[config.mk]
export PLATFORM = sky130hd
export DESIGN_NAME = ppt_ctrl_regs
export DESIGN_NICKNAME = d
export VERILOG_FILES = /design/src/rtl/ppt_ctrl_regs.sv
export SDC_FILE = /design/constraint.sdc
export NUM_CORES = 1
export LEC_CHECK = 0
export ABC_CLOCK_PERIOD_IN_PS = 7200
export BUFFER_PORTS_ARGS = -buffer_cell sky130_fd_sc_hd__buf_2
export CORE_ASPECT_RATIO = 1.75
export CORE_UTILIZATION = 45
export DETAILED_ROUTE_END_ITERATION = 8
export GPL_TIMING_DRIVEN = 1
export PLACE_DENSITY = 0.69
export SLEW_MARGIN = 5
export SYNTH_ARGS = -nofsm -noshare
export SYNTH_HDL_FRONTEND = slang
export SYNTH_SLANG_ARGS = --single-unit
export TNS_END_PERCENT = 30
[constraint.sdc]
create_clock -name clk -period 7.2 [get_ports clk]
set_input_delay 0.72 -clock clk [delete_from_list [all_inputs] [get_ports clk]]
set_output_delay 0.72 -clock clk [all_outputs]
set_load 0.02 [all_outputs]
[src/rtl/ppt_ctrl_regs.sv]
// ============================================================================
// Module   : ppt_ctrl_regs
// Brief    : Register file and run-control FSM for the programmable pulse
//            train. Writes go to staging registers; a start copies them to the
//            active outputs. Optional macro PPT_IRQ_EN adds a completion irq.
// Revision : 1.0 - initial release
// ============================================================================
`default_nettype none

module ppt_ctrl_regs #(
    parameter logic [15:0] RST_PERIOD = 16'd4,
    parameter logic [15:0] RST_WIDTH  = 16'd1
) (
    input  logic        clk,
    input  logic        rst,
    input  logic        wr_en,
    input  logic [3:0]  wr_addr,
    input  logic [7:0]  wr_data,
    input  logic [3:0]  rd_addr,
    output logic [7:0]  rd_data,
    input  logic [15:0] pulse_count,
    output logic        run,
    output logic [15:0] period,
    output logic [15:0] width,
    output logic [4:0]  clk_div
`ifdef PPT_IRQ_EN
    ,
    output logic        irq
`endif
);

    localparam logic [3:0] c_ADDR_CTRL     = 4'h0;
    localparam logic [3:0] c_ADDR_STATUS   = 4'h1;
    localparam logic [3:0] c_ADDR_PER_LO   = 4'h2;
    localparam logic [3:0] c_ADDR_PER_HI   = 4'h3;
    localparam logic [3:0] c_ADDR_WID_LO   = 4'h4;
    localparam logic [3:0] c_ADDR_WID_HI   = 4'h5;
    localparam logic [3:0] c_ADDR_TGT_LO   = 4'h6;
    localparam logic [3:0] c_ADDR_TGT_HI   = 4'h7;
    localparam logic [3:0] c_ADDR_CNT_LO   = 4'h8;
    localparam logic [3:0] c_ADDR_CNT_HI   = 4'h9;
    localparam logic [3:0] c_ADDR_CLK_DIV  = 4'hA;

    localparam logic [4:0] c_RST_CLK_DIV   = 5'd1;

    localparam logic [1:0] c_ST_IDLE = 2'd0;
    localparam logic [1:0] c_ST_RUN  = 2'd1;
    localparam logic [1:0] c_ST_DONE = 2'd2;

    logic [1:0]  r_state;
    logic        r_continuous;
    logic        r_done;
    logic        r_cfg_err;
    logic [15:0] r_stg_period;
    logic [15:0] r_stg_width;
    logic [15:0] r_stg_target;
    logic [4:0]  r_stg_clk_div;
    logic [15:0] r_act_period;
    logic [15:0] r_act_width;
    logic [15:0] r_act_target;
    logic [4:0]  r_act_clk_div;
    logic [15:0] r_count_done;
    logic [7:0]  r_cnt_hi_snap;
    logic [7:0]  r_rd_data;

    logic        w_ctrl_wr;
    logic        w_start;
    logic        w_stop;
    logic        w_cfg_bad;
    logic        w_target_hit;
    logic        w_busy;
    logic        w_irq_en_rd;
    logic [1:0]  w_state_nxt;
    logic        w_done_nxt;
    logic        w_err_nxt;
    logic        w_capture;
    logic        w_load;
    logic [7:0]  w_rd_mux;

    assign w_ctrl_wr    = wr_en && (wr_addr == c_ADDR_CTRL);
    assign w_start      = w_ctrl_wr && wr_data[0];
    assign w_stop       = w_ctrl_wr && wr_data[1];
    assign w_cfg_bad    = (r_stg_period == 16'd0) || (r_stg_width == 16'd0) ||
                          (r_stg_width >= r_stg_period);
    assign w_target_hit = (pulse_count >= r_act_target);
    assign w_busy       = (r_state == c_ST_RUN);

    // Stop wins over both a simultaneous start and a simultaneous target hit.
    always_comb begin
        w_state_nxt = r_state;
        w_done_nxt  = r_done;
        w_err_nxt   = r_cfg_err;
        w_capture   = 1'b0;
        w_load      = 1'b0;
        case (r_state)
            c_ST_RUN: begin
                if (w_stop) begin
                    w_state_nxt = c_ST_IDLE;
                    w_capture   = 1'b1;
                end else if (!r_continuous && w_target_hit) begin
                    w_state_nxt = c_ST_DONE;
                    w_capture   = 1'b1;
                    w_done_nxt  = 1'b1;
                end
            end
            c_ST_IDLE, c_ST_DONE: begin
                if (w_start && !w_stop) begin
                    w_done_nxt = 1'b0;
                    if (w_cfg_bad) begin
                        w_err_nxt   = 1'b1;
                        w_state_nxt = c_ST_IDLE;
                    end else begin
                        w_err_nxt   = 1'b0;
                        w_load      = 1'b1;
                        w_state_nxt = c_ST_RUN;
                    end
                end
            end
            default: w_state_nxt = c_ST_IDLE;
        endcase
    end

    always_ff @(posedge clk) begin
        if (rst) begin
            r_state      <= c_ST_IDLE;
            r_done       <= 1'b0;
            r_cfg_err    <= 1'b0;
            r_count_done <= 16'd0;
        end else begin
            r_state   <= w_state_nxt;
            r_done    <= w_done_nxt;
            r_cfg_err <= w_err_nxt;
            if (w_capture) begin
                r_count_done <= pulse_count;
            end
        end
    end

    always_ff @(posedge clk) begin
        if (rst) begin
            r_continuous  <= 1'b0;
            r_stg_period  <= RST_PERIOD;
            r_stg_width   <= RST_WIDTH;
            r_stg_target  <= 16'd0;
            r_stg_clk_div <= c_RST_CLK_DIV;
        end else if (wr_en) begin
            case (wr_addr)
                c_ADDR_CTRL:    r_continuous        <= wr_data[2];
                c_ADDR_PER_LO:  r_stg_period[7:0]   <= wr_data;
                c_ADDR_PER_HI:  r_stg_period[15:8]  <= wr_data;
                c_ADDR_WID_LO:  r_stg_width[7:0]    <= wr_data;
                c_ADDR_WID_HI:  r_stg_width[15:8]   <= wr_data;
                c_ADDR_TGT_LO:  r_stg_target[7:0]   <= wr_data;
                c_ADDR_TGT_HI:  r_stg_target[15:8]  <= wr_data;
                c_ADDR_CLK_DIV: r_stg_clk_div       <= wr_data[4:0];
                default: ;
            endcase
        end
    end

    always_ff @(posedge clk) begin
        if (rst) begin
            r_act_period  <= RST_PERIOD;
            r_act_width   <= RST_WIDTH;
            r_act_target  <= 16'd0;
            r_act_clk_div <= c_RST_CLK_DIV;
        end else if (w_load) begin
            r_act_period  <= r_stg_period;
            r_act_width   <= r_stg_width;
            r_act_target  <= r_stg_target;
            r_act_clk_div <= r_stg_clk_div;
        end
    end

`ifdef PPT_IRQ_EN
    logic r_irq_en;
    logic r_irq;
    logic w_irq_en_nxt;

    assign w_irq_en_nxt = w_ctrl_wr ? wr_data[3] : r_irq_en;
    assign w_irq_en_rd  = r_irq_en;
    assign irq          = r_irq;

    // irq follows the next value of done so it clears on the same edge.
    always_ff @(posedge clk) begin
        if (rst) begin
            r_irq_en <= 1'b0;
            r_irq    <= 1'b0;
        end else begin
            r_irq_en <= w_irq_en_nxt;
            r_irq    <= w_done_nxt && w_irq_en_nxt;
        end
    end
`else
    assign w_irq_en_rd = 1'b0;
`endif

    always_comb begin
        w_rd_mux = 8'h00;
        case (rd_addr)
            c_ADDR_CTRL:    w_rd_mux = {4'b0000, w_irq_en_rd, r_continuous, 2'b00};
            c_ADDR_STATUS:  w_rd_mux = {5'b00000, r_cfg_err, r_done, w_busy};
            c_ADDR_PER_LO:  w_rd_mux = r_stg_period[7:0];
            c_ADDR_PER_HI:  w_rd_mux = r_stg_period[15:8];
            c_ADDR_WID_LO:  w_rd_mux = r_stg_width[7:0];
            c_ADDR_WID_HI:  w_rd_mux = r_stg_width[15:8];
            c_ADDR_TGT_LO:  w_rd_mux = r_stg_target[7:0];
            c_ADDR_TGT_HI:  w_rd_mux = r_stg_target[15:8];
            c_ADDR_CNT_LO:  w_rd_mux = r_count_done[7:0];
            c_ADDR_CNT_HI:  w_rd_mux = r_cnt_hi_snap;
            c_ADDR_CLK_DIV: w_rd_mux = {3'b000, r_stg_clk_div};
            default:        w_rd_mux = 8'h00;
        endcase
    end

    // Reading the low count byte freezes the high byte for the following read.
    always_ff @(posedge clk) begin
        if (rst) begin
            r_rd_data     <= 8'h00;
            r_cnt_hi_snap <= 8'h00;
        end else begin
            r_rd_data <= w_rd_mux;
            if (rd_addr == c_ADDR_CNT_LO) begin
                r_cnt_hi_snap <= r_count_done[15:8];
            end
        end
    end

    assign rd_data = r_rd_data;
    assign run     = w_busy;
    assign period  = r_act_period;
    assign width   = r_act_width;
    assign clk_div = r_act_clk_div;

endmodule

`default_nettype wire
---- Word-level counts from Yosys, hierarchy flattened ----
Index checks and enable logic that the tools add are counted.
Widths: inputs -> output; s select.
word-level totals
  register bits after elaboration ......... 143
  latch bits .............................. 0
  memory bits (writable) .................. 0
  memory bits (read-only) ................. 0
  input port bits ......................... 35
  word-level logic and storage cells ...... 87
  memories kept ........................... 0
cells by class
  add/sub/neg operators ................... 0
  $mul .................................... 0
  divide/modulo/power cells ............... 0
  $lt $le $gt $ge ......................... 2
  eq/ne operators ......................... 23
  shift-type cells ........................ 0
  muxes and demuxes ....................... 17
  bitwise logic cells ..................... 0
  reductions and logical operators ........ 27
operators with widths
  operator            number
  $pmux 8 s11         1
  $eq 4x3->1 const B  8
  $ge 16x16->1        2
  $logic_not 16->1    2
  $reduce_and 2->1    10
  $eq 4x2->1 const B  4
  $eq 4x4->1 const B  4
  $mux 1              11
  $logic_not 4->1     2
  $mux 2              3
  $logic_and 1x1->1   5
  $eq 4x1->1 const B  1
  $ne 2x2->1 const B  2
  $pmux 2 s2          1
  $reduce_and 4->1    1
  $ne 3x1->1 const B  1
  $eq 2x1->1 const B  1
  $eq 2x2->1 const B  1
  $logic_not 1->1     2
  $logic_not 2->1     1
  $logic_or 1x1->1    2
  $ne 2x1->1 const B  1
  $pmux 1 s2          1
  $reduce_bool 2->1   1
  $reduce_or 2->1     1

---- Logic depth before layout (Yosys ltp) ----
Gate-level depths: netlist of run 1.
  word-level depth ........................ 7
  depth in mapped cells ................... 10
  gate-level depth less buffers ........... 8

---- Least setup slack after synthesis of run 1 ----
No wires, ideal clock.
  kind .................................... input to register
  from .................................... in pulse_count[13]
  to ...................................... reg r_count_done[10]
  library setup time ...................... 72 ps
  arrival time ............................ 2799 ps
  data required time ...................... 7128 ps
  path slack .............................. 4330 ps
  stages .................................. 9
  cell sequence ........................... ha_1 -> nand4_1 -> or3_1 -> or4_1 -> a41oi_2 -> o21a_1 -> buf_4 -> buf_6 -> mux2i_1
on the way
  longest elaborated chain between the ends .. 5
ends and longest elaborated chain
  item                    RTL line  RTL
  start: declaration      21        input logic [15:0] pulse_count,
  $ge 16x16->1            85        assign w_target_hit = (pulse_count >= r_act_target);
  $logic_and 1x1->1       100       end else if (!r_continuous && w_target_hit) begin
  $mux 1                  100
  $mux 1                  97        if (w_stop) begin
  $mux 1                  95        case (r_state)
  end signal: assignment  134       r_count_done <= pulse_count;
  end: declaration        62        logic [15:0] r_count_done;
Every way passes these cells.
A chain may end at the register's enable or synchronous reset.

---- Worst setup path after layout of run 1 ----
  from .................................... in pulse_count[13]
  to ...................................... reg r_count_done[8]
Same word-level chain as after synthesis.

==> reports/summary.log, run 1 <==
qor: pwr.powerDensity 226 nW/um^2
qor: worst_setup_path.critical_path_class input port to flop
qor: clocking.cts.htree.levels 4
qor: grt.globalRouteTotalUtil 25.1%
qor: placed_design.io_buffers 80
qor: drt.first_iter_violations 418
qor: synth.ys_async_sr_fraction 0%
qor: clocking.cts_made_buffers 17
qor: worst_setup_path.path_max_fanout 16
qor: synth.post_synth_inst_count 742
qor: finish.combined_area_of_the_multi_input_logic_cells 3560 um^2
qor: synth.synth_area_leaders sky130_fd_sc_hd__dfxtp_1, sky130_fd_sc_hd__mux2i_1, sky130_fd_sc_hd__nor2_1, sky130_fd_sc_hd__ha_1, sky130_fd_sc_hd__nand2b_1
qor: timing.rsz0062_at_grt false
qor: timing.setup_total_negative_slack 0 ns
qor: pwr.max-vdd-ir-drop 0.151 mV
qor: floorplanning.die_area 15700 um^2
qor: timing.max_slew.worst_pin.slew 0.996 ns
qor: synth.most_used_standard_cell_by_instance_count_after_synthesis sky130_fd_sc_hd__dfxtp_1
qor: finish.synthToLayoutAreaGrowth 14.5%
qor: clocking.postCtsSetupRepairBufs 0
qor: finish.n_antenna_cell 0
qor: synth.number_of_flops_mapped_to_enable_cells_by_yosys 0
qor: finish.drive_gt1_share 15.0%
qor: finish.n_fill_cell 1394
qor: floorplanning.floorplan.die.width 95.1 um
qor: drt.routed_via_density 5.57
qor: timing.timing.slew.headroom 33.4%
qor: synth.netlist-cell-type-count 58
qor: synth.synth.largest_area_cell sky130_fd_sc_hd__dfxtp_1
qor: hold_path.min_delay_path_class flop to flop
qor: drt.ant_nets_after_route 0
qor: worst_setup_path.critPathLaunchType input port
qor: synth.postSynthNetCount 809
qor: grt.grt.overflow.total 0
qor: synth.yosysWarningCount 0
qor: timing.max_slew_violations 0
qor: clocking.cts_hold_buffers 0
qor: clocking.cts-resized-gates 0
qor: timing.max_freq 313 MHz
qor: floorplanning.initial_core_util 46.0%
qor: floorplanning.core_region_area 14800 um^2
qor: worst_setup_path.arrival 3.54 ns
qor: clocking.clkLatencyLatePin 0.42 ns
qor: clocking.clk_root_buffer_cell sky130_fd_sc_hd__clkbuf_16
qor: drt.via_count 5556
qor: synth.fraction_of_the_yosys_area_taken_by_sequential_cells 42.0%
qor: placed_design.post-dp-hpwl 13700 um
qor: finish.layout.area.seq 2860 um^2
qor: timing.timing_hold_violations_final 0
qor: clocking.cts_tree built
qor: grt.initial_antenna_violation_count 0
qor: synth.cell_types_with_the_highest_counts_after_synthesis sky130_fd_sc_hd__dfxtp_1, sky130_fd_sc_hd__nor2_1, sky130_fd_sc_hd__mux2i_1
qor: flow_run.drv_cap 0
qor: timing.clock_skew 0.00810 ns
qor: clocking.ctsLongestPathBuffers 2
qor: status.run_status complete, no violations
qor: worst_setup_path.critPathRequiredTime 7.55 ns
qor: floorplanning.top_level_ports 81
qor: timing.final_hold_slack 0.455 ns
qor: timing.timing.final.crit_share 44.4%
qor: worst_setup_path.setup.worst_path.end_class flop
qor: clocking.cts.clk_slew.worst_paths 0.06 ns
qor: drt.route.detailed.drc 0
qor: synth.synthesis.area 6820 um^2
qor: grt.wire_length_of_the_first_global_routing_pass 29000 um
qor: placed_design.global_placer_s_final_weighted_congestion 0.923
qor: floorplanning.placementRows 59
qor: pwr.p_leak 2.99 nW
qor: clocking.sinks_on_the_clock_net 143
qor: grt.via_count_of_the_first_global_routing_pass 5230
qor: grt.grt_start_max_net_pins 89
qor: drt.wirelength 18900 um
qor: finish.layout.nets 870
qor: timing.final.min_clock_period 3.20 ns
qor: synth.postSynthAreaPerCell 9.20 um^2
qor: drt.first_drt_pass_iteration_count 5
qor: synth.postSynth.topFlopCell sky130_fd_sc_hd__dfxtp_1
qor: timing.setup_violations 0
qor: drt.drt-wirelength-per-cell 18.9 um
qor: synth.synthDominantCellAreaShare 42.0%
qor: synth.ys_seq_elements 143
qor: floorplanning.die_h 165 um
-- placed cells by master (no fill, tap or decap), types with 5 or more instances in the layout --
| master | n |
|---|---|
| sky130_fd_sc_hd__a211o_1 | 6 |
| sky130_fd_sc_hd__a21oi_1 | 35 |
| sky130_fd_sc_hd__a32oi_1 | 5 |
| sky130_fd_sc_hd__buf_2 | 79 |
| sky130_fd_sc_hd__buf_4 | 6 |
| sky130_fd_sc_hd__clkbuf_16 | 17 |
| sky130_fd_sc_hd__dfxtp_1 | 143 |
| sky130_fd_sc_hd__ha_1 | 32 |
| sky130_fd_sc_hd__inv_1 | 38 |
| sky130_fd_sc_hd__mux2i_1 | 119 |
| sky130_fd_sc_hd__nand2_1 | 43 |
| sky130_fd_sc_hd__nand2b_1 | 40 |
| sky130_fd_sc_hd__nand3_1 | 11 |
| sky130_fd_sc_hd__nand4_1 | 7 |
| sky130_fd_sc_hd__nor2_1 | 124 |
| sky130_fd_sc_hd__nor2b_1 | 8 |
| sky130_fd_sc_hd__nor3_1 | 8 |
| sky130_fd_sc_hd__nor4_1 | 8 |
| sky130_fd_sc_hd__o21ai_0 | 10 |
-- per-layer routing --
layer / GRT usage [%] / part of all wire (%)
met3: 3.50 / 3.8
met1: 27.8 / 39
met2: 43.2 / 51
met5: 0 / 0
met4: 17.4 / 6.2
-- flip-flops by register name, indices dropped and copies added, names as in the netlist, 5 cells and up --
name           count
r_stg_width       16
period            16
r_cnt_hi_snap      8
r_act_target      16
clk_div            5
rd_data            8
r_stg_period      16
r_stg_target      16
r_count_done      16
r_stg_clk_div      5
width             16
-- critical path, stage by stage --
cell                      delay, ns
sky130_fd_sc_hd__buf_2         0.11
sky130_fd_sc_hd__ha_1          0.29
sky130_fd_sc_hd__nand4_1       0.15
sky130_fd_sc_hd__or3_1         0.46
sky130_fd_sc_hd__or4_1         0.50
sky130_fd_sc_hd__a41oi_2       0.24
sky130_fd_sc_hd__o21a_1        0.79
sky130_fd_sc_hd__mux2i_1       0.26
-- cells by family (layout without fill, tap and decap cells) --
group           count (synthesis)  in the layout  synth area share [%]
buf+inv                        81            154                  5.96
compound gates                 94             94                  9.42
simple gates                  270            270                  18.8
fa+ha+maj                      32             32                  5.87
mux                           122            122                  18.0
flops                         143            143                  42.0
-- path summary, 6_finish.rpt --
| path | slack, ns | start | cells after the start | to |
|---|---|---|---|---|
| max | 4.00 | pulse_count[13] | 8 | r_count_done[8] |
| min | 0.46 | r_count_done[10] | 2 | r_cnt_hi_snap[2] |
| max reg2reg | 4.04 | r_act_target[13] | 8 | r_count_done[8] |
| min reg2reg | 0.46 | r_count_done[10] | 2 | r_cnt_hi_snap[2] |
-- where the power goes --
part	internal, mW	total (mW)	leakage (nW)	switching, mW
combinational	0.0356	0.104	1.57	0.0683
sequential	0.797	0.804	1.15	0.00734
clock	0.526	0.857	0.273	0.331
total	1.36	1.76	2.99	0.407
-- stage by stage --
| step | total power [mW] | util (%) | cells | area, um^2 | setup slack (ns) |
|---|---|---|---|---|---|
| finish | 1.76 | 52.6 | 998 | 7810 | 4.00 |
| global route | 1.82 | 52.6 | 998 | 7810 | 3.81 |
| CTS | 1.78 | 52.6 | 998 | 7810 | 3.99 |
| detailed placement | 0.924 | 48.8 | 967 | 7240 | 3.57 |
| global placement | 0.923 | 48.8 | 967 | 7240 | 3.63 |
| floorplan | 0.885 | - | 742 | 6820 | 4.33 |
-- final cells by class --
class                   instances  share of cell area (%)
flip-flops and latches        143                    36.6
inverters                      38                    1.83
repair buffers                 85                    5.64
multi-input cells             518                    45.6
well taps                     183                    2.93
clock inverters                 9                    1.41
clock buffers                  22                    5.94
Power figures use the tool's default switching activity.
==> inputs of run 2 (changes only) <==
--- a/config.mk
+++ b/config.mk
@@ -5,7 +5,7 @@
 export SDC_FILE = /design/constraint.sdc
 export NUM_CORES = 1
 export LEC_CHECK = 0
-export ABC_CLOCK_PERIOD_IN_PS = 7200
+export ABC_CLOCK_PERIOD_IN_PS = 3100
 export BUFFER_PORTS_ARGS = -buffer_cell sky130_fd_sc_hd__buf_2
 export CORE_ASPECT_RATIO = 1.75
 export CORE_UTILIZATION = 45
==> constraint.sdc (replaced) <==
create_clock -name clk -period 3.1 [get_ports clk]
set_input_delay 0.31 -clock clk [delete_from_list [all_inputs] [get_ports clk]]
set_output_delay 0.31 -clock clk [all_outputs]
set_load 0.02 [all_outputs]
==> reports/summary.log, run 2 (same netlist as run 1, synthesis figures left out) <==
qor: finish.most_common_library_cell_in_the_layout_ignoring_fill_and_taps sky130_fd_sc_hd__dfxtp_1 [unchanged]
qor: timing.timing.final.crit_share 88.1%
qor: timing.timing_hold_violations_final 0 [unchanged]
qor: worst_setup_path.critPathRequiredTime 3.38 ns [was 7.55 ns]
qor: grt.initial_antenna_violation_count 0 [unchanged]
qor: floorplanning.placementRows 59 [unchanged]
qor: worst_setup_path.arrival 3.01 ns [was 3.54 ns]
qor: clocking.postCtsSetupRepairBufs 0 [unchanged]
qor: finish.final_cell_mix sky130_fd_sc_hd__dfxtp_1, sky130_fd_sc_hd__nor2_1, sky130_fd_sc_hd__mux2i_1 [unchanged]
qor: status.run_status complete, no violations [unchanged]
qor: worst_setup_path.critical-path-slowest-cell sky130_fd_sc_hd__a211oi_4 [was sky130_fd_sc_hd__o21a_1]
qor: floorplanning.core_region_area 14800 um^2 [unchanged]
qor: clocking.cts_hold_buffers 0 [unchanged]
qor: drt.route.detailed.drc 0 [unchanged]
qor: worst_setup_path.path_max_fanout 36 [was 16]
qor: drt.via_count 5678 [was 5556]
qor: floorplanning.top_level_ports 81 [unchanged]
qor: drt.wirelength 19700 um [was 18900 um]
qor: hold_path.min_delay_path_class input port to flop [was flop to flop]
qor: worst_setup_path.cp_top_family compound AO/OA/AOI/OAI gates [was simple AND/OR/NAND/NOR gates]
qor: grt.wire_length_of_the_first_global_routing_pass 30200 um [was 29000 um]
qor: worst_setup_path.slowest_delay 0.45 ns [was 0.79 ns]
qor: timing.final.min_clock_period 2.73 ns
qor: timing.max_slew.worst_pin.slew 0.705 ns [was 0.996 ns]
qor: finish.layout.nets 888 [was 870]
qor: floorplanning.floorplan.die.width 95.1 um [unchanged]
qor: floorplanning.die_h 165 um [unchanged]
qor: clocking.clkLatencyLatePin 0.42 ns [about the same]
qor: timing.timing.slew.headroom 53.0% [was 33.4%]
qor: clocking.cts_made_buffers 17 [unchanged]
qor: timing.max_freq 366 MHz
qor: worst_setup_path.critPathLaunchType flop [was input port]
qor: finish.final_util 54.3% [was 52.6%]
qor: clocking.clk_root_buffer_cell sky130_fd_sc_hd__clkbuf_16 [unchanged]
qor: clocking.cts.htree.levels 4 [unchanged]
qor: floorplanning.initial_core_util 46.0% [unchanged]
qor: drt.routed_via_density 5.58 [was 5.57]
qor: drt.first_drt_pass_iteration_count 7 [was 5]
qor: worst_setup_path.crit_path_cell_trace inv_1 > ha_1 > a211oi_1 > o21ai_0 > a221o_1 > a211oi_4 > buf_12 > mux2i_1 > nor2_1 [was buf_2 > ha_1 > nand4_1 > or3_1 > or4_1 > a41oi_2 > o21a_1 > mux2i_1]
qor: placed_design.io_buffers 80 [unchanged]
qor: grt.grt.overflow.total 0 [unchanged]
qor: clocking.cts.clk_slew.worst_paths 0.06 ns [about the same]
qor: finish.n_antenna_cell 0 [unchanged]
qor: drt.drt-wirelength-per-cell 19.3 um [was 18.9 um]
qor: pwr.powerDensity 534 nW/um^2 [was 226 nW/um^2]
qor: timing.rsz0062_at_grt false [unchanged]
qor: timing.setup_total_negative_slack 0 ns [unchanged]
qor: clocking.sinks_on_the_clock_net 143 [unchanged]
qor: worst_setup_path.critical_path_class flop to flop [was input port to flop]
qor: grt.globalRouteTotalUtil 26.4% [was 25.1%]
qor: placed_design.post-dp-hpwl 14400 um [was 13700 um]
qor: finish.drive_gt1_share 17.0% [was 15.0%]
qor: floorplanning.die_area 15700 um^2 [unchanged]
qor: clocking.cts-resized-gates 0 [unchanged]
qor: clocking.cts_tree built [unchanged]
qor: timing.clock_skew 0.00981 ns [was 0.00810 ns]
qor: timing.max_slew_violations 0 [unchanged]
qor: finish.synthToLayoutAreaGrowth 18.0% [was 14.5%]
qor: clocking.ctsLongestPathBuffers 2 [unchanged]
qor: placed_design.dpl_worst_slack 0.333 ns [was 3.57 ns]
qor: timing.finalWorstSetupSlack 0.370 ns [was 4.00 ns]
qor: drt.ant_nets_after_route 0 [unchanged]
qor: placed_design.global_placer_s_final_weighted_congestion 0.926 [was 0.923]
qor: worst_setup_path.timing.critical_path.buf_inv 2 [was 1]
qor: pwr.p_leak 3.13 nW [was 2.99 nW]
qor: grt.grt_start_max_net_pins 77 [was 89]
qor: grt.via_count_of_the_first_global_routing_pass 5601 [was 5230]
qor: flow_run.drv_cap 0 [unchanged]
qor: worst_setup_path.setup.worst_path.end_class flop [unchanged]
qor: drt.first_iter_violations 349 [was 418]
qor: pwr.max-vdd-ir-drop 0.363 mV [was 0.151 mV]
qor: timing.setup_violations 0 [unchanged]
[run 2: cell count changes in the layout (fill, tap and decap cells not counted), sizes merged]
| cell | delta |
|---|---|
| bufinv | +2 |
| clkbuf | -2 |
| buf | +18 |
| inv | +2 |
| clkinv | -1 |
[run 2: worst paths after layout]
kind / startpoint / end / slack, ns / cells past startpoint
worst min-delay path: pulse_count[12] / r_count_done[12] / 0.16 / 3
worst min register to register: r_count_done[15] / r_cnt_hi_snap[7] / 0.46 / 2
worst max-delay path: r_stg_period[2] / r_act_target[12] / 0.37 / 9
worst max register to register: r_stg_period[2] / r_act_target[12] / 0.37 / 9
[run 2: layer usage]
| layer | vias to the layer above | wire length, um | track usage (%) |
|---|---|---|---|
| met5 | - | 0 | 0 |
| li1 | 2726 | - | - |
| met3 | 94 | 832 | 5.29 |
| met2 | 196 | 9900 | 44.8 |
| met1 | 2662 | 7250 | 27.1 |
| met4 | 0 | 1690 | 22.4 |
[run 2: cell type report]
| class | instances | area (um^2) |
|---|---|---|
| multi-input combinational | 518 | 3560 |
| inverter | 38 | 143 |
| clock inverter | 12 | 183 |
| clock buffer | 20 | 447 |
| tap | 183 | 229 |
| timing repair buffer | 103 | 626 |
| sequential | 143 | 2860 |
| fill | 1374 | 6790 |
[run 2: report_power, final]
group	leakage [nW]	internal (mW)	total, mW	switching (mW)
Sequential	1.15	1.85	1.86	0.0145
Combinational	1.68	0.0899	0.255	0.165
Clock	0.298	1.38	2.18	0.806
[run 2: metrics by stage]
stage / hold slack (ns) / power (mW) / instances / instance area [um^2]
6_report: 0.163 / 4.30 / 1017 / 8050
5_1_grt: 0.161 / 4.44 / 1017 / 8050
4_1_cts: 0.160 / 4.33 / 1017 / 8050
3_5_place_dp: 0.445 / 2.16 / 985 / 7420
3_3_place_gp: 0.438 / 2.15 / 985 / 7420
2_1_floorplan: 0.428 / 2.05 / 742 / 6820
[run 2: worst reg2reg max path, delay by kind of cell (launching register included)]
kind | cells | cell delay [ns]
compound gates | 4 | 1.16
flops | 1 | 0.43
buf+inv | 2 | 0.40
fa+ha+maj | 1 | 0.31
mux | 1 | 0.24
simple gates | 1 | 0.06
==> inputs of run 3 (changes only) <==
--- a/config.mk
+++ b/config.mk
@@ -5,6 +5,7 @@
 export SDC_FILE = /design/constraint.sdc
 export NUM_CORES = 1
 export LEC_CHECK = 0
+export ABC_AREA = 1
 export ABC_CLOCK_PERIOD_IN_PS = 3100
 export BUFFER_PORTS_ARGS = -buffer_cell sky130_fd_sc_hd__buf_2
 export CORE_ASPECT_RATIO = 1.75
==> reports/summary.log, run 3 <==
qor: floorplanning.core_region_area 14800 um^2 [unchanged]
qor: pwr.powerDensity 551 nW/um^2 [was 534 nW/um^2]
qor: synth.synth_area_leaders sky130_fd_sc_hd__dfxtp_1, sky130_fd_sc_hd__a21oi_1, sky130_fd_sc_hd__nand2_1, sky130_fd_sc_hd__inv_1, sky130_fd_sc_hd__ha_1 [was sky130_fd_sc_hd__dfxtp_1, sky130_fd_sc_hd__mux2i_1, sky130_fd_sc_hd__nor2_1, sky130_fd_sc_hd__ha_1, sky130_fd_sc_hd__nand2b_1]
qor: synth.post_synth_inst_count 958 [was 742]
qor: floorplanning.die_h 165 um [about the same]
qor: timing.final.min_clock_period 2.28 ns [was 2.73 ns]
qor: clocking.sinks_on_the_clock_net 143 [unchanged]
qor: synth.synthDominantCellAreaShare 42.1% [was 42.0%]
qor: timing.max_slew_violations 0 [unchanged]
qor: placed_design.post-dp-hpwl 14500 um [was 14400 um]
qor: drt.route.detailed.drc 0 [unchanged]
qor: worst_setup_path.path_max_fanout 80 [was 36]
qor: drt.wirelength 19700 um [about the same]
qor: synth.fraction_of_the_yosys_area_taken_by_sequential_cells 42.1% [was 42.0%]
qor: clocking.cts_made_buffers 17 [unchanged]
qor: synth.postSynthNetCount 1025 [was 809]
qor: worst_setup_path.cp_top_family simple AND/OR/NAND/NOR gates [was compound AO/OA/AOI/OAI gates]
qor: synth.synth.largest_area_cell sky130_fd_sc_hd__dfxtp_1 [unchanged]
qor: clocking.cts.htree.levels 4 [unchanged]
qor: timing.timing_hold_violations_final 0 [unchanged]
qor: finish.most_common_library_cell_in_the_layout_ignoring_fill_and_taps sky130_fd_sc_hd__a21oi_1 [was sky130_fd_sc_hd__dfxtp_1]
qor: synth.cell_types_with_the_highest_counts_after_synthesis sky130_fd_sc_hd__a21oi_1, sky130_fd_sc_hd__nand2_1, sky130_fd_sc_hd__dfxtp_1 [was sky130_fd_sc_hd__dfxtp_1, sky130_fd_sc_hd__nor2_1, sky130_fd_sc_hd__mux2i_1]
qor: placed_design.io_buffers 80 [unchanged]
qor: pwr.clock_power_share 47.8% [was 50.7%]
qor: worst_setup_path.arrival 2.58 ns [was 3.01 ns]
qor: finish.n_antenna_cell 0 [unchanged]
qor: drt.first_drt_pass_iteration_count 5 [was 7]
qor: grt.grt.overflow.total 0 [unchanged]
qor: worst_setup_path.slowest_delay 0.34 ns [was 0.45 ns]
qor: worst_setup_path.timing.critical_path.buf_inv 2 [unchanged]
qor: grt.grt_start_max_net_pins 81 [was 77]
qor: finish.layout.nets 1084 [was 888]
qor: pwr.internal-power 3.29 mW [was 3.31 mW]
qor: drt.drt-wirelength-per-cell 16.3 um [was 19.3 um]
qor: finish.synthToLayoutAreaGrowth 16.3% [was 18.0%]
qor: hold_path.worst_hold_startpoint wr_data[1] [was pulse_count[12]]
qor: timing.final_hold_slack 0.221 ns [was 0.163 ns]
qor: pwr.p_comb_share 9.1% [was 5.9%]
qor: worst_setup_path.critPathLaunchType flop [unchanged]
qor: synth.postSynthAreaPerCell 7.10 um^2 [was 9.20 um^2]
qor: pwr.power.share.sequential 43.1% [was 43.3%]
qor: timing.max_slew.worst_pin.slew 0.727 ns [was 0.705 ns]
qor: clocking.cts-resized-gates 0 [unchanged]
qor: clocking.clk_root_buffer_cell sky130_fd_sc_hd__clkbuf_16 [unchanged]
qor: synth.synthesis.area 6800 um^2 [was 6820 um^2]
qor: grt.wire_length_of_the_first_global_routing_pass 30700 um [was 30200 um]
qor: synth.yosysWarningCount 0 [unchanged]
qor: clocking.cts.clk_slew.worst_paths 0.06 ns [about the same]
qor: worst_setup_path.critical_path_class flop to flop [unchanged]
qor: placed_design.global_placer_s_final_weighted_congestion 0.996 [was 0.926]
qor: clocking.postCtsSetupRepairBufs 0 [unchanged]
qor: pwr.sw_frac_of_total 24.6% [was 22.9%]
qor: grt.initial_antenna_violation_count 0 [unchanged]
qor: pwr.power.net_switching 1.07 mW [was 0.986 mW]
qor: placed_design.place_area 7310 um^2 [was 7420 um^2]
qor: timing.clock_skew 0.00810 ns [was 0.00981 ns]
qor: floorplanning.floorplan.die.width 94.9 um [was 95.1 um]
qor: worst_setup_path.crit_path_cell_trace inv_1 > ha_1 > a21oi_1 > o21ai_0 > nor3_4 > buf_12 > nand2_1 > nand2_1 > nand3_1 [was inv_1 > ha_1 > a211oi_1 > o21ai_0 > a221o_1 > a211oi_4 > buf_12 > mux2i_1 > nor2_1]
qor: drt.via_count 6500 [was 5678]
qor: timing.setup_violations 0 [unchanged]
qor: floorplanning.top_level_ports 81 [unchanged]
qor: flow_run.drv_cap 0 [unchanged]
qor: timing.timing.slew.headroom 51.5% [was 53.0%]
qor: synth.netlist-cell-type-count 31 [was 58]
qor: floorplanning.initial_core_util 45.8% [was 46.0%]
qor: synth.postSynth.topFlopCell sky130_fd_sc_hd__dfxtp_1 [unchanged]
qor: floorplanning.die_area 15600 um^2 [was 15700 um^2]
qor: drt.first_iter_violations 438 [was 349]
qor: timing.timing.final.crit_share 73.5% [was 88.1%]
qor: hold_path.min_delay_path_class input port to flop [unchanged]
qor: finish.n_fill_cell 1497 [was 1374]
qor: pwr.max-vdd-ir-drop 0.341 mV [was 0.363 mV]
qor: finish.drive_gt1_share 12.2% [was 17.0%]
qor: status.run_status complete, no violations [unchanged]
qor: grt.via_count_of_the_first_global_routing_pass 5994 [was 5601]
qor: worst_setup_path.critPathRequiredTime 3.40 ns [was 3.38 ns]
qor: timing.max_freq 439 MHz [was 366 MHz]
qor: synth.ys_seq_elements 143 [unchanged]
qor: worst_setup_path.r2r-start r_stg_period[15] [was r_stg_period[2]]
qor: clocking.cts_hold_buffers 0 [unchanged]
qor: clocking.cts_tree built [unchanged]
qor: pwr.p_leak 3.47 nW [was 3.13 nW]
qor: timing.setup_total_negative_slack 0 ns [unchanged]
qor: worst_setup_path.cp-startpoint r_stg_period[15] [was r_stg_period[2]]
qor: floorplanning.placementRows 59 [unchanged]
qor: timing.rsz0062_at_grt false [unchanged]
qor: finish.final_cell_mix sky130_fd_sc_hd__a21oi_1, sky130_fd_sc_hd__nand2_1, sky130_fd_sc_hd__dfxtp_1 [was sky130_fd_sc_hd__dfxtp_1, sky130_fd_sc_hd__nor2_1, sky130_fd_sc_hd__mux2i_1]
qor: clocking.ctsLongestPathBuffers 2 [unchanged]
qor: clocking.clkLatencyLatePin 0.42 ns [about the same]
qor: worst_setup_path.critical-path-slowest-cell sky130_fd_sc_hd__ha_1 [was sky130_fd_sc_hd__a211oi_4]
qor: synth.ys_async_sr_fraction 0% [unchanged]
qor: worst_setup_path.cp_common_cell sky130_fd_sc_hd__nand2_1
qor: finish.post-route-cell-area 7910 um^2 [was 8050 um^2]
qor: worst_setup_path.setup.worst_path.end_class flop [unchanged]
qor: drt.ant_nets_after_route 0 [unchanged]
qor: synth.number_of_flops_mapped_to_enable_cells_by_yosys 0 [unchanged]
qor: grt.globalRouteTotalUtil 26.3% [was 26.4%]
qor: pwr.design_power_total 4.36 mW [was 4.30 mW]
qor: drt.routed_via_density 5.36 [was 5.58]
==> run 3: path summary, 6_finish.rpt <==
check                                  endpoint  slack, ns  cells after the start
worst min register to register        r_cfg_err       0.46                      2
worst max-delay path                 clk_div[0]       0.82                      9
worst max register to register       clk_div[0]       0.82                      9
worst min-delay path            r_stg_period[9]       0.22                      3
==> run 3: cell type report <==
type / count / area [um^2] / area share, %
Sequential cell: 143 / 2860 / 36.2
Tap cell: 183 / 229 / 2.90
Clock inverter: 9 / 135 / 1.71
Inverter: 137 / 515 / 6.52
Clock buffer: 22 / 464 / 5.87
Timing Repair Buffer: 90 / 513 / 6.49
Multi-Input combinational cell: 628 / 3190 / 40.3
==> run 3: worst reg2reg max path, stage by stage (launching register included) <==
cell and delay, ns:
sky130_fd_sc_hd__dfxtp_1 0.31, sky130_fd_sc_hd__inv_1 0.10, sky130_fd_sc_hd__ha_1 0.34, sky130_fd_sc_hd__a21oi_1 0.14, sky130_fd_sc_hd__o21ai_0 0.19, sky130_fd_sc_hd__nor3_4 0.27
sky130_fd_sc_hd__buf_12 0.34, sky130_fd_sc_hd__nand2_1 0.29, sky130_fd_sc_hd__nand2_1 0.12, sky130_fd_sc_hd__nand3_1 0.06
==> run 3: cells by family (layout without fill, tap and decap cells) <==
| logic type | after synthesis | in the layout | share of synthesized area, % |
|---|---|---|---|
| AND/OR/NAND/NOR | 353 | 353 | 21.9 |
| flip-flops | 143 | 143 | 42.1 |
| buffers and inverters | 187 | 258 | 11.3 |
| adder cells (fa/ha/maj) | 32 | 32 | 5.89 |
| AO/OA/AOI/OAI | 243 | 243 | 18.8 |
==> run 3: per-layer routing <==
metal / up-vias / share of wire [%] / GRT usage [%]
met1: 2937 / 38 / 27.9
met4: 0 / 6.6 / 18.7
li1: 3260 / - / -
met3: 77 / 5.2 / 4.88
met2: 226 / 50 / 45.7
met5: - / 0 / 0
==> run 3: power groups by stage <==
stage                     clock network, mW  logic (mW)  registers, mW
after floorplan                           0       0.254           1.92
after global placement                    0       0.391           1.92
after detailed placement                  0       0.393           1.92
after CTS                              2.10       0.395           1.88
after global routing                   2.19       0.441           1.88
final                                  2.08       0.398           1.88
==> run 3: through the flow <==
step / std cells / worst slack (ns) / util [%]
4_1_cts: 1212 / 0.846 / 53.3
3_5_place_dp: 1181 / 0.836 / 49.2
3_3_place_gp: 1181 / 0.846 / 49.2
6_report: 1212 / 0.821 / 53.3
5_1_grt: 1212 / 0.641 / 53.3
2_1_floorplan: 958 / 1.20 / -
